===== src/rtl/map_scan_if.sv =====
// Map-scan bundle: scan control, map RAM read port, classifier stream and
// the latched start/goal/wall results.
interface map_scan_if #(
  parameter int ADDR_W = 8
);
  logic              scan_req;
  logic              scan_abort;
  logic              scan_busy;
  logic              scan_done;
  logic              mem_rd;
  logic [ADDR_W-1:0] mem_addr;
  logic [7:0]        mem_rdata;
  logic [7:0]        map_block;
  logic [ADDR_W-1:0] now;
  logic              in_do;
  logic [ADDR_W-1:0] start_pos;
  logic [ADDR_W-1:0] goal_pos;
  logic              start_found;
  logic              goal_found;
  logic              err_dup;
  logic [ADDR_W:0]   wall_cnt;

  // Controller / RAM side: issues requests, supplies RAM data, observes results.
  modport master (
    output scan_req, scan_abort, mem_rdata,
    input  scan_busy, scan_done, mem_rd, mem_addr, map_block, now, in_do,
           start_pos, goal_pos, start_found, goal_found, err_dup, wall_cnt
  );

  // Scanner side.
  modport slave (
    input  scan_req, scan_abort, mem_rdata,
    output scan_busy, scan_done, mem_rd, mem_addr, map_block, now, in_do,
           start_pos, goal_pos, start_found, goal_found, err_dup, wall_cnt
  );
endinterface


===== src/rtl/map_scan.sv =====
// map_scan: streams every map cell from map RAM to the search-cell classifier,
// one cell per clock, while latching the first start/goal positions, flagging
// duplicates and counting wall cells (bit7 set).
module map_scan #(
  parameter int         ADDR_W     = 8,
  parameter int         MAP_SIZE   = 256,
  parameter logic [7:0] START_CODE = 8'h7F,
  parameter logic [7:0] GOAL_CODE  = 8'h00
) (
  input  logic     m_clock,
  input  logic     p_reset,
  map_scan_if.slave bus
);

  typedef enum logic [1:0] {
    ST_IDLE  = 2'd0,
    ST_SCAN  = 2'd1,
    ST_DRAIN = 2'd2,
    ST_DONE  = 2'd3
  } state_t;

  localparam logic [ADDR_W-1:0] LAST_ADDR = ADDR_W'(MAP_SIZE - 1);
  localparam logic [ADDR_W-1:0] ADDR_ONE  = ADDR_W'(1);
  localparam logic [ADDR_W:0]   WALL_ONE  = (ADDR_W + 1)'(1);

  state_t            r_state;
  state_t            w_state_nxt;
  logic              w_accept;
  logic              w_scan;
  logic [ADDR_W-1:0] r_mem_addr;
  logic [ADDR_W-1:0] r_now_p1;
  logic              r_in_do_p1;
  logic [7:0]        w_cell;
  logic [ADDR_W-1:0] r_start_pos;
  logic [ADDR_W-1:0] r_goal_pos;
  logic              r_start_found;
  logic              r_goal_found;
  logic              r_err_dup;
  logic [ADDR_W:0]   r_wall_cnt;

  assign w_scan = (r_state == ST_SCAN);
  assign w_cell = bus.mem_rdata;

  // State register.
  always_ff @(posedge m_clock or negedge p_reset) begin
    if (!p_reset) r_state <= ST_IDLE;
    else          r_state <= w_state_nxt;
  end

  // Next-state logic; a request in IDLE wins over a simultaneous abort,
  // and abort is only honoured while the RAM stream is in flight.
  always_comb begin
    w_state_nxt = r_state;
    w_accept    = 1'b0;
    case (r_state)
      ST_IDLE: begin
        if (bus.scan_req) begin
          w_state_nxt = ST_SCAN;
          w_accept    = 1'b1;
        end
      end
      ST_SCAN: begin
        if (bus.scan_abort)              w_state_nxt = ST_IDLE;
        else if (r_mem_addr == LAST_ADDR) w_state_nxt = ST_DRAIN;
      end
      ST_DRAIN: begin
        if (bus.scan_abort) w_state_nxt = ST_IDLE;
        else                w_state_nxt = ST_DONE;
      end
      ST_DONE:  w_state_nxt = ST_IDLE;
      default:  w_state_nxt = ST_IDLE;
    endcase
  end

  // Read address counter: cleared on an accepted request, steps once per SCAN cycle.
  always_ff @(posedge m_clock or negedge p_reset) begin
    if (!p_reset)                            r_mem_addr <= '0;
    else if (w_accept)                       r_mem_addr <= '0;
    else if (w_scan && r_mem_addr != LAST_ADDR) r_mem_addr <= r_mem_addr + ADDR_ONE;
  end

  // ---- stage p1: RAM data returns; read strobe and address delayed to match ----
  // Abort kills the in-flight valid on the same edge that returns to IDLE.
  always_ff @(posedge m_clock or negedge p_reset) begin
    if (!p_reset) begin
      r_in_do_p1 <= 1'b0;
      r_now_p1   <= '0;
    end else begin
      r_in_do_p1 <= w_scan && !bus.scan_abort;
      if (w_scan) r_now_p1 <= r_mem_addr;
    end
  end

  // Classification of each valid cell; first start/goal kept, repeats flag err_dup.
  always_ff @(posedge m_clock or negedge p_reset) begin
    if (!p_reset) begin
      r_start_pos   <= '0;
      r_goal_pos    <= '0;
      r_start_found <= 1'b0;
      r_goal_found  <= 1'b0;
      r_err_dup     <= 1'b0;
      r_wall_cnt    <= '0;
    end else if (w_accept) begin
      r_start_pos   <= '0;
      r_goal_pos    <= '0;
      r_start_found <= 1'b0;
      r_goal_found  <= 1'b0;
      r_err_dup     <= 1'b0;
      r_wall_cnt    <= '0;
    end else if (r_in_do_p1) begin
      if (w_cell == START_CODE) begin
        if (!r_start_found) begin
          r_start_pos   <= r_now_p1;
          r_start_found <= 1'b1;
        end else begin
          r_err_dup <= 1'b1;
        end
      end
      if (w_cell == GOAL_CODE) begin
        if (!r_goal_found) begin
          r_goal_pos   <= r_now_p1;
          r_goal_found <= 1'b1;
        end else begin
          r_err_dup <= 1'b1;
        end
      end
      if (w_cell[7]) r_wall_cnt <= r_wall_cnt + WALL_ONE;
    end
  end

  assign bus.scan_busy   = (r_state != ST_IDLE);
  assign bus.scan_done   = (r_state == ST_DONE);
  assign bus.mem_rd      = w_scan;
  assign bus.mem_addr    = r_mem_addr;
  assign bus.map_block   = w_cell;
  assign bus.now         = r_now_p1;
  assign bus.in_do       = r_in_do_p1;
  assign bus.start_pos   = r_start_pos;
  assign bus.goal_pos    = r_goal_pos;
  assign bus.start_found = r_start_found;
  assign bus.goal_found  = r_goal_found;
  assign bus.err_dup     = r_err_dup;
  assign bus.wall_cnt    = r_wall_cnt;

endmodule


===== src/flat_wrapper.sv =====
// flat-port wrapper written by rule: the top's interface ports become plain ports
module map_scan_flat 
#(
  parameter int         ADDR_W     = 8,
  parameter int         MAP_SIZE   = 256,
  parameter logic [7:0] START_CODE = 8'h7F,
  parameter logic [7:0] GOAL_CODE  = 8'h00
)
  (m_clock, p_reset, bus_scan_req, bus_scan_abort, bus_mem_rdata, bus_scan_busy, bus_scan_done, bus_mem_rd, bus_mem_addr, bus_map_block, bus_now, bus_in_do, bus_start_pos, bus_goal_pos, bus_start_found, bus_goal_found, bus_err_dup, bus_wall_cnt);
  map_scan_if #(.ADDR_W(ADDR_W)) bus_i ();
  input  logic m_clock;
  input  logic p_reset;
  input wire logic [$bits(bus_i.scan_req)-1:0] bus_scan_req;
  input wire logic [$bits(bus_i.scan_abort)-1:0] bus_scan_abort;
  input wire logic [$bits(bus_i.mem_rdata)-1:0] bus_mem_rdata;
  output wire logic [$bits(bus_i.scan_busy)-1:0] bus_scan_busy;
  output wire logic [$bits(bus_i.scan_done)-1:0] bus_scan_done;
  output wire logic [$bits(bus_i.mem_rd)-1:0] bus_mem_rd;
  output wire logic [$bits(bus_i.mem_addr)-1:0] bus_mem_addr;
  output wire logic [$bits(bus_i.map_block)-1:0] bus_map_block;
  output wire logic [$bits(bus_i.now)-1:0] bus_now;
  output wire logic [$bits(bus_i.in_do)-1:0] bus_in_do;
  output wire logic [$bits(bus_i.start_pos)-1:0] bus_start_pos;
  output wire logic [$bits(bus_i.goal_pos)-1:0] bus_goal_pos;
  output wire logic [$bits(bus_i.start_found)-1:0] bus_start_found;
  output wire logic [$bits(bus_i.goal_found)-1:0] bus_goal_found;
  output wire logic [$bits(bus_i.err_dup)-1:0] bus_err_dup;
  output wire logic [$bits(bus_i.wall_cnt)-1:0] bus_wall_cnt;
  assign bus_i.scan_req = bus_scan_req;
  assign bus_i.scan_abort = bus_scan_abort;
  assign bus_i.mem_rdata = bus_mem_rdata;
  assign bus_scan_busy = bus_i.scan_busy;
  assign bus_scan_done = bus_i.scan_done;
  assign bus_mem_rd = bus_i.mem_rd;
  assign bus_mem_addr = bus_i.mem_addr;
  assign bus_map_block = bus_i.map_block;
  assign bus_now = bus_i.now;
  assign bus_in_do = bus_i.in_do;
  assign bus_start_pos = bus_i.start_pos;
  assign bus_goal_pos = bus_i.goal_pos;
  assign bus_start_found = bus_i.start_found;
  assign bus_goal_found = bus_i.goal_found;
  assign bus_err_dup = bus_i.err_dup;
  assign bus_wall_cnt = bus_i.wall_cnt;
  map_scan #(.ADDR_W(ADDR_W), .MAP_SIZE(MAP_SIZE), .START_CODE(START_CODE), .GOAL_CODE(GOAL_CODE)) u_core (.m_clock(m_clock), .p_reset(p_reset), .bus(bus_i));
endmodule

===== config.mk =====
export PLATFORM = sky130hd
export DESIGN_NAME = map_scan_flat
export DESIGN_NICKNAME = d
export VERILOG_FILES = /design/src/rtl/map_scan_if.sv /design/src/rtl/map_scan.sv /design/src/flat_wrapper.sv
export SDC_FILE = /design/constraint.sdc
export NUM_CORES = 1
export LEC_CHECK = 0
export ABC_AREA = 1
export CORE_AREA = 3 3 76 78
export DETAILED_ROUTE_END_ITERATION = 8
export DIE_AREA = 0 0 79 81
export PLACE_DENSITY = 0.79
export SYNTH_ARGS = -nofsm -noshare
export SYNTH_HDL_FRONTEND = slang
export SYNTH_SLANG_ARGS = --single-unit

===== constraint.sdc =====
create_clock -name m_clock -period 3 [get_ports m_clock]
set_clock_uncertainty 0.2 [all_clocks]
set_input_delay 0.6 -clock m_clock [delete_from_list [all_inputs] [get_ports m_clock]]
set_output_delay 0.6 -clock m_clock [all_outputs]
set_load 0.005 [all_outputs]

==> flow_metrics.py, run 1 <==
metrics = {
    "layout": {
        "areaGrowthSynthToFinish_pct": 31.1,
        "drive_gt1_share_pct": 6.74,
        "multiInputGateArea_um2": 986,
        "final-seq-area_mm2": 0.00118,
        "final_cell_mix": "nand2_1 (105), clkdlybuf4s50_1 (66), dfrtp_1 (47)",
        "fillers": 482,
        "final_core_util_pct": 61.8,
        "fin_nets": 384,
        "num_antenna_cells": 0,
        "stdcell_count": 441,
        "layout_commonest_cell": "nand2_1",
    },
    "cts": {
        "numCtsBuffers": 5,
        "clock_path_buffers": 2,
        "clockRootBuffer": "clkbuf_8",
        "cts_num_sinks": 47,
        "cts_setup_buffers": 0,
        "h-tree-depth": 2,
        "holdBufCountCts": 0,
        "cts.clk_slew.worst_paths_ns": 0.08,
        "cts_tree": "yes",
        "insertion_delay_ns": 0.30,
        "cts_resized": 0,
    },
    "timing": {
        "max_freq_ghz": 0.410,
        "period_share_pct": 81.2,
        "relSlewSlack_pct": 69.9,
        "holdWs_ns": 0.0348,
        "hold_viol": 0,
        "worst_slew_pin_slew_ns": 0.451,
        "setup_ws_ns": 0.564,
        "setup_tns_ns": 0,
        "finalCriticalPeriod_ns": 2.44,
        "rsz0062_at_grt": "no",
        "slew_viol_final": 0,
        "setup_viol": 0,
    },
    "synth": {
        "ys_seq_area_share_pct": 48.6,
        "syn-num-nets": 322,
        "syn_inst": 308,
        "synth-seq-cells": 47,
        "avgSynthCellArea_um2": 7.86,
        "yosys_warnings": 0,
        "syn_area_mm2": 0.00242,
        "synth_cell_types": 26,
    },
    "power": {
        "p_switching_w": 0.000707,
        "power.leakage_nw": 1.58,
        "seq_power_share_pct": 43.3,
        "internal-power_w": 0.00118,
        "peakVddDrop_mv": 0.523,
        "switching_share_pct": 37.4,
        "pwr_density_cell_mw_per_mm2": 594,
        "combPwrFrac_pct": 37.6,
        "clock_power_share_pct": 19.1,
    },
    "detailed_routing": {
        "drtPass1Iterations": 4,
        "vias_per_cell": 4.88,
        "via_count": 2151,
        "drt-total-wl_mm": 5.50,
        "drtAntennaViolNets": 0,
        "drt-initial-drc-count": 93,
        "wire_per_inst_um": 12.5,
        "drc": 0,
    },
    "die": {
        "die_area_mm2": 0.00640,
        "placementRows": 26,
        "start_util_pct": 47.1,
        "ios": 68,
        "dieHeight_um": 81,
        "core_mm2": 0.00514,
        "die_w_um": 79,
    },
    "place": {
        "hpwl_mm": 4.22,
        "dpl_worst_slack_ns": 0.565,
        "portBuffers": 67,
        "dp_cells": 433,
        "gp_congestion": 0.854,
    },
    "flow_run": {
        "drv_cap": 0,
    },
    "setup_path": {
        "cpPeakStageDelay_ns": 0.52,
        "r2r_cells": 6,
        "worstReg2RegStart": "u_core.r_state[1]",
        "crit_arrival_ns": 1.64,
        "cp_top_family": "buffers and inverters",
        "critPathRequiredTime_ns": 2.20,
        "critPathKind": "in -> out",
        "critPathMostFrequentCell": "clkdlybuf4s50_1",
        "start_kind": "input port",
        "r2r-end": "u_core.bus.start_pos[2]",
        "path_buf_inv": 2,
        "crit_chain": "clkdlybuf4s50_1, clkdlybuf4s50_1",
        "slowest_stage": "clkdlybuf4s50_1",
        "worstPathMaxFanout": 4,
        "ff2ff_setup_slack_ns": 1.25,
        "critPathCaptureType": "output port",
    },
    "global_route": {
        "overflow": 0,
        "antenna_found_initial": 0,
        "track_usage_pct": 18.6,
        "grt_max_degree": 30,
        "grt_pass1_wl_mm": 9.57,
        "grt_pass1_vias": 2116,
    },
    "hold_path": {
        "hp-class": "in -> async",
    },
    "status": {
        "status": "completed",
    },
}
-- layer usage --
layer,share of wire [%],vias to the layer above,track usage [%]
met5,0,-,0
met4,1.2,0,4.98
met3,4.9,7,3.77
met2,50,61,32.8
met1,44,984,23.4
li1,-,1099,-
-- worst max-delay path by stage --
| stage | from | to | depth (start not counted) |
|---|---|---|---|
| 3_5_place_dp | bus_mem_rdata[7] | bus_map_block[7] | 2 |
| 4_1_cts | bus_mem_rdata[7] | bus_map_block[7] | 2 |
| 5_1_grt | bus_mem_rdata[7] | bus_map_block[7] | 2 |
| 3_3_place_gp | bus_mem_rdata[7] | bus_map_block[7] | 2 |
| 2_1_floorplan | bus_mem_rdata[3] | u_core.bus.goal_pos[1] | 7 |
| 6_report | bus_mem_rdata[7] | bus_map_block[7] | 2 |
-- logic make-up (layout without fill, tap and decap cells) --
kind of cell,count (synthesis),count (layout),share of synthesized area [%]
AO/OA/AOI/OAI,33,33,7.65
AND/OR/NAND/NOR,166,166,31.3
XOR/XNOR,2,2,0.723
flip-flops,47,47,48.6
adder cells (fa/ha/maj),2,2,1.03
buffers and inverters,58,121,10.7
-- state kept, by name, summed over array words and instances (netlist names), 2 cells and up --
name	flops
u_core.bus.wall_cnt	9
u_core.bus.goal_pos	8
u_core.r_state	2
u_core.bus.start_pos	8
u_core.bus.mem_addr	8
u_core.bus.now	8
-- Yosys cell counts --
library cell | instances | area (µm²)
buf_2 | 4 | 20.0
o21bai_1 | 2 | 15.0
o21ai_0 | 20 | 100
o21ai_1 | 4 | 20.0
inv_2 | 4 | 15.0
xor2_1 | 2 | 17.5
a21oi_4 | 1 | 16.3
nand2_4 | 1 | 11.3
nor2_1 | 14 | 52.6
a21oi_1 | 4 | 20.0
nor2_2 | 3 | 18.8
buf_4 | 8 | 60.1
nand2_2 | 1 | 6.26
nand2_1 | 105 | 394
buf_6 | 1 | 11.3
nand3_2 | 1 | 10.0
nor2_4 | 3 | 33.8
nand4_1 | 13 | 81.3
o22ai_1 | 1 | 6.26
clkbuf_1 | 1 | 3.75
inv_1 | 40 | 150
nand3_4 | 2 | 35.0
ha_1 | 2 | 25.0
nand3_1 | 23 | 115
dfrtp_1 | 47 | 1180
a21o_1 | 1 | 7.51
-- area by class of cell --
type | instances | area share (%)
multi-input cells | 203 | 31.0
flip-flops and latches | 47 | 37.0
clock inverters | 1 | 0.158
repair buffers | 69 | 21.4
clock buffers | 7 | 2.40
inverters | 44 | 5.20
well taps | 70 | 2.76
-- per-stage QoR --
stage | total power (W) | instance area [µm²]
after global routing | 0.00203 | 3180
after CTS | 0.00192 | 3180
final | 0.00189 | 3180
after detailed placement | 0.00154 | 3100
after floorplan | 0.00123 | 2420
after global placement | 0.00153 | 3100
-- power by group through the flow --
stage | Clock (W) | Sequential, W | Combinational (W)
3_3_place_gp | 0 | 0.000826 | 0.000708
4_1_cts | 0.000379 | 0.000816 | 0.000722
2_1_floorplan | 0 | 0.000807 | 0.000422
5_1_grt | 0.000404 | 0.000829 | 0.000798
3_5_place_dp | 0 | 0.000827 | 0.000717
6_report | 0.000360 | 0.000817 | 0.000710
Note: power is estimated with default switching activity, not from simulation.
==> run 2: changes to the inputs <==
- clock period: 3 -> 2.4 ns (I/O delays scaled with it)
==> run 2 against run 1 <==
  * Design area increased by 0.43%
  * Sequential power increased by 25%
  * Power rose by 27%
==> flow_metrics.py, run 2 (synthesis gave the netlist of run 1 again) <==
metrics = {
    "layout": {
        "largest_register_ffs": 9,
        "final-seq-area_mm2": 0.00118,
        "final_cell_mix": "nand2_1 (105), clkdlybuf4s50_1 (66), dfrtp_1 (47)",
        "stdcell_count": 442,
        "drive_gt1_share_pct": 7.53,
        "fillers": 493,
        "fin_nets": 385,
        "multiInputGateArea_um2": 986,
        "areaGrowthSynthToFinish_pct": 31.7,
        "final_core_util_pct": 62.1,
        "layout_commonest_cell": "nand2_1",
        "num_antenna_cells": 0,
    },
    "setup_path": {
        "worstPathMaxFanout": 4,
        "slowest_stage": "clkdlybuf4s50_1",
        "crit_arrival_ns": 1.52,
        "crit_chain": "clkdlybuf4s50_1, clkdlybuf4s50_1",
        "critPathMostFrequentCell": "clkdlybuf4s50_1",
        "critPathRequiredTime_ns": 1.72,
        "cpPeakStageDelay_ns": 0.52,
        "path_buf_inv": 2,
        "start_kind": "input port",
        "critPathKind": "in -> out",
        "critPathCaptureType": "output port",
        "cp_top_family": "buffers and inverters",
    },
    "power": {
        "power_w": 0.00240,
        "power.leakage_nw": 1.59,
        "pwr_density_cell_mw_per_mm2": 751,
        "peakVddDrop_mv": 0.518,
    },
    "global_route": {
        "track_usage_pct": 18.2,
        "overflow": 0,
        "grt_pass1_wl_mm": 9.34,
        "grt_pass1_vias": 2054,
        "antenna_found_initial": 0,
        "grt_max_degree": 48,
    },
    "detailed_routing": {
        "via_count": 2117,
        "drtAntennaViolNets": 0,
        "drt-initial-drc-count": 87,
        "drc": 0,
        "drtPass1Iterations": 5,
        "vias_per_cell": 4.79,
        "drt-total-wl_mm": 5.41,
        "wire_per_inst_um": 12.2,
    },
    "place": {
        "portBuffers": 67,
        "hpwl_mm": 4.09,
        "dp_cells": 434,
        "gp_congestion": 0.878,
    },
    "cts": {
        "cts_tree": "yes",
        "h-tree-depth": 2,
        "holdBufCountCts": 0,
        "cts_num_sinks": 47,
        "cts.clk_slew.worst_paths_ns": 0.08,
        "clockRootBuffer": "clkbuf_8",
        "insertion_delay_ns": 0.31,
        "cts_setup_buffers": 0,
        "clock_path_buffers": 2,
        "numCtsBuffers": 5,
        "cts_resized": 0,
    },
    "die": {
        "die_area_mm2": 0.00640,
        "die_w_um": 79,
        "placementRows": 26,
        "start_util_pct": 47.1,
        "dieHeight_um": 81,
        "ios": 68,
        "core_mm2": 0.00514,
    },
    "timing": {
        "max_freq_ghz": 0.454,
        "setup_tns_ns": 0,
        "worst_slew_pin_slew_ns": 0.590,
        "finalCriticalPeriod_ns": 2.20,
        "rsz0062_at_grt": "no",
        "hold_viol": 0,
        "setup_viol": 0,
        "slew_viol_final": 0,
        "period_share_pct": 91.7,
        "relSlewSlack_pct": 60.7,
    },
    "hold_path": {
        "hp-class": "in -> async",
    },
    "status": {
        "status": "completed",
    },
    "flow_run": {
        "drv_cap": 0,
    },
}
==> run 2: changes by cell type in the layout (fill, tap and decap cells not counted), sizes merged <==
cell,before,now
clkinv,1,2
clkbuf,7,5
inv,44,45
buf,3,4
==> run 2: worst reg2reg max path: cells and delay by family (launching register included) <==
kind / cells / cell delay [ns]
AOI/OAI and AO/OA: 2 / 0.36
adders and majority gates: 1 / 0.27
DFF: 1 / 0.45
and+or+nand+nor: 4 / 0.34
==> run 2: power breakdown <==
| part | switching (W) | internal (W) | leakage [nW] |
|---|---|---|---|
| Sequential | 0.000125 | 0.000895 | 0.644 |
| Clock | 0.000272 | 0.000205 | 0.0483 |
| Combinational | 0.000517 | 0.000384 | 0.897 |
| Total | 0.000913 | 0.00148 | 1.59 |
==> run 2: layer usage <==
layer | GRT usage, % | up-vias | part of all wire [%]
li1 | - | 1097 | -
met1 | 23.1 | 967 | 45
met2 | 31.2 | 47 | 49
met3 | 3.99 | 6 | 4.7
met4 | 5.67 | 0 | 1.3
met5 | 0 | - | 0
==> run 2: final cells by class <==
| cell class | instances | area share, % |
|---|---|---|
| clock buffers | 5 | 2.16 |
| repair buffers | 70 | 21.6 |
| flip-flops and latches | 47 | 36.9 |
| clock inverters | 3 | 0.588 |
| inverters | 44 | 5.18 |
| multi-input cells | 203 | 30.9 |
| well taps | 70 | 2.75 |
==> run 2: final timing paths <==
path | from | to | slack, ns | cells after the start
max | bus_mem_rdata[7] | bus_map_block[7] | 0.20 | 2
min | p_reset | u_core.bus.wall_cnt[7] | 0.05 | 2
max reg2reg | u_core.bus.mem_addr[0] | u_core.bus.mem_addr[0] | 0.67 | 7
min reg2reg | u_core.bus.start_pos[6] | u_core.bus.start_pos[6] | 0.28 | 2
max in group asynchronous | p_reset | u_core.bus.mem_addr[7] | 1.55 | 2
min in group m_clock | u_core.bus.start_pos[6] | u_core.bus.start_pos[6] | 0.28 | 2
==> run 2: through the flow <==
stage / hold slack (ns) / worst slack, ns / instance area [µm²]
after detailed placement: 0.263 / 0.192 / 3100
after global placement: 0.259 / 0.214 / 3100
after global routing: 0.101 / 0.174 / 3190
after CTS: 0.0713 / 0.192 / 3190
final: 0.0500 / 0.199 / 3190
after floorplan: -0.0156 / 0.844 / 2420
==> run 3: changes to the inputs <==
- CTS_CLUSTER_SIZE: not set -> 30
==> results of run 3 <==
Same layout as run 2: the final DEF is identical, and so are final timing and power.
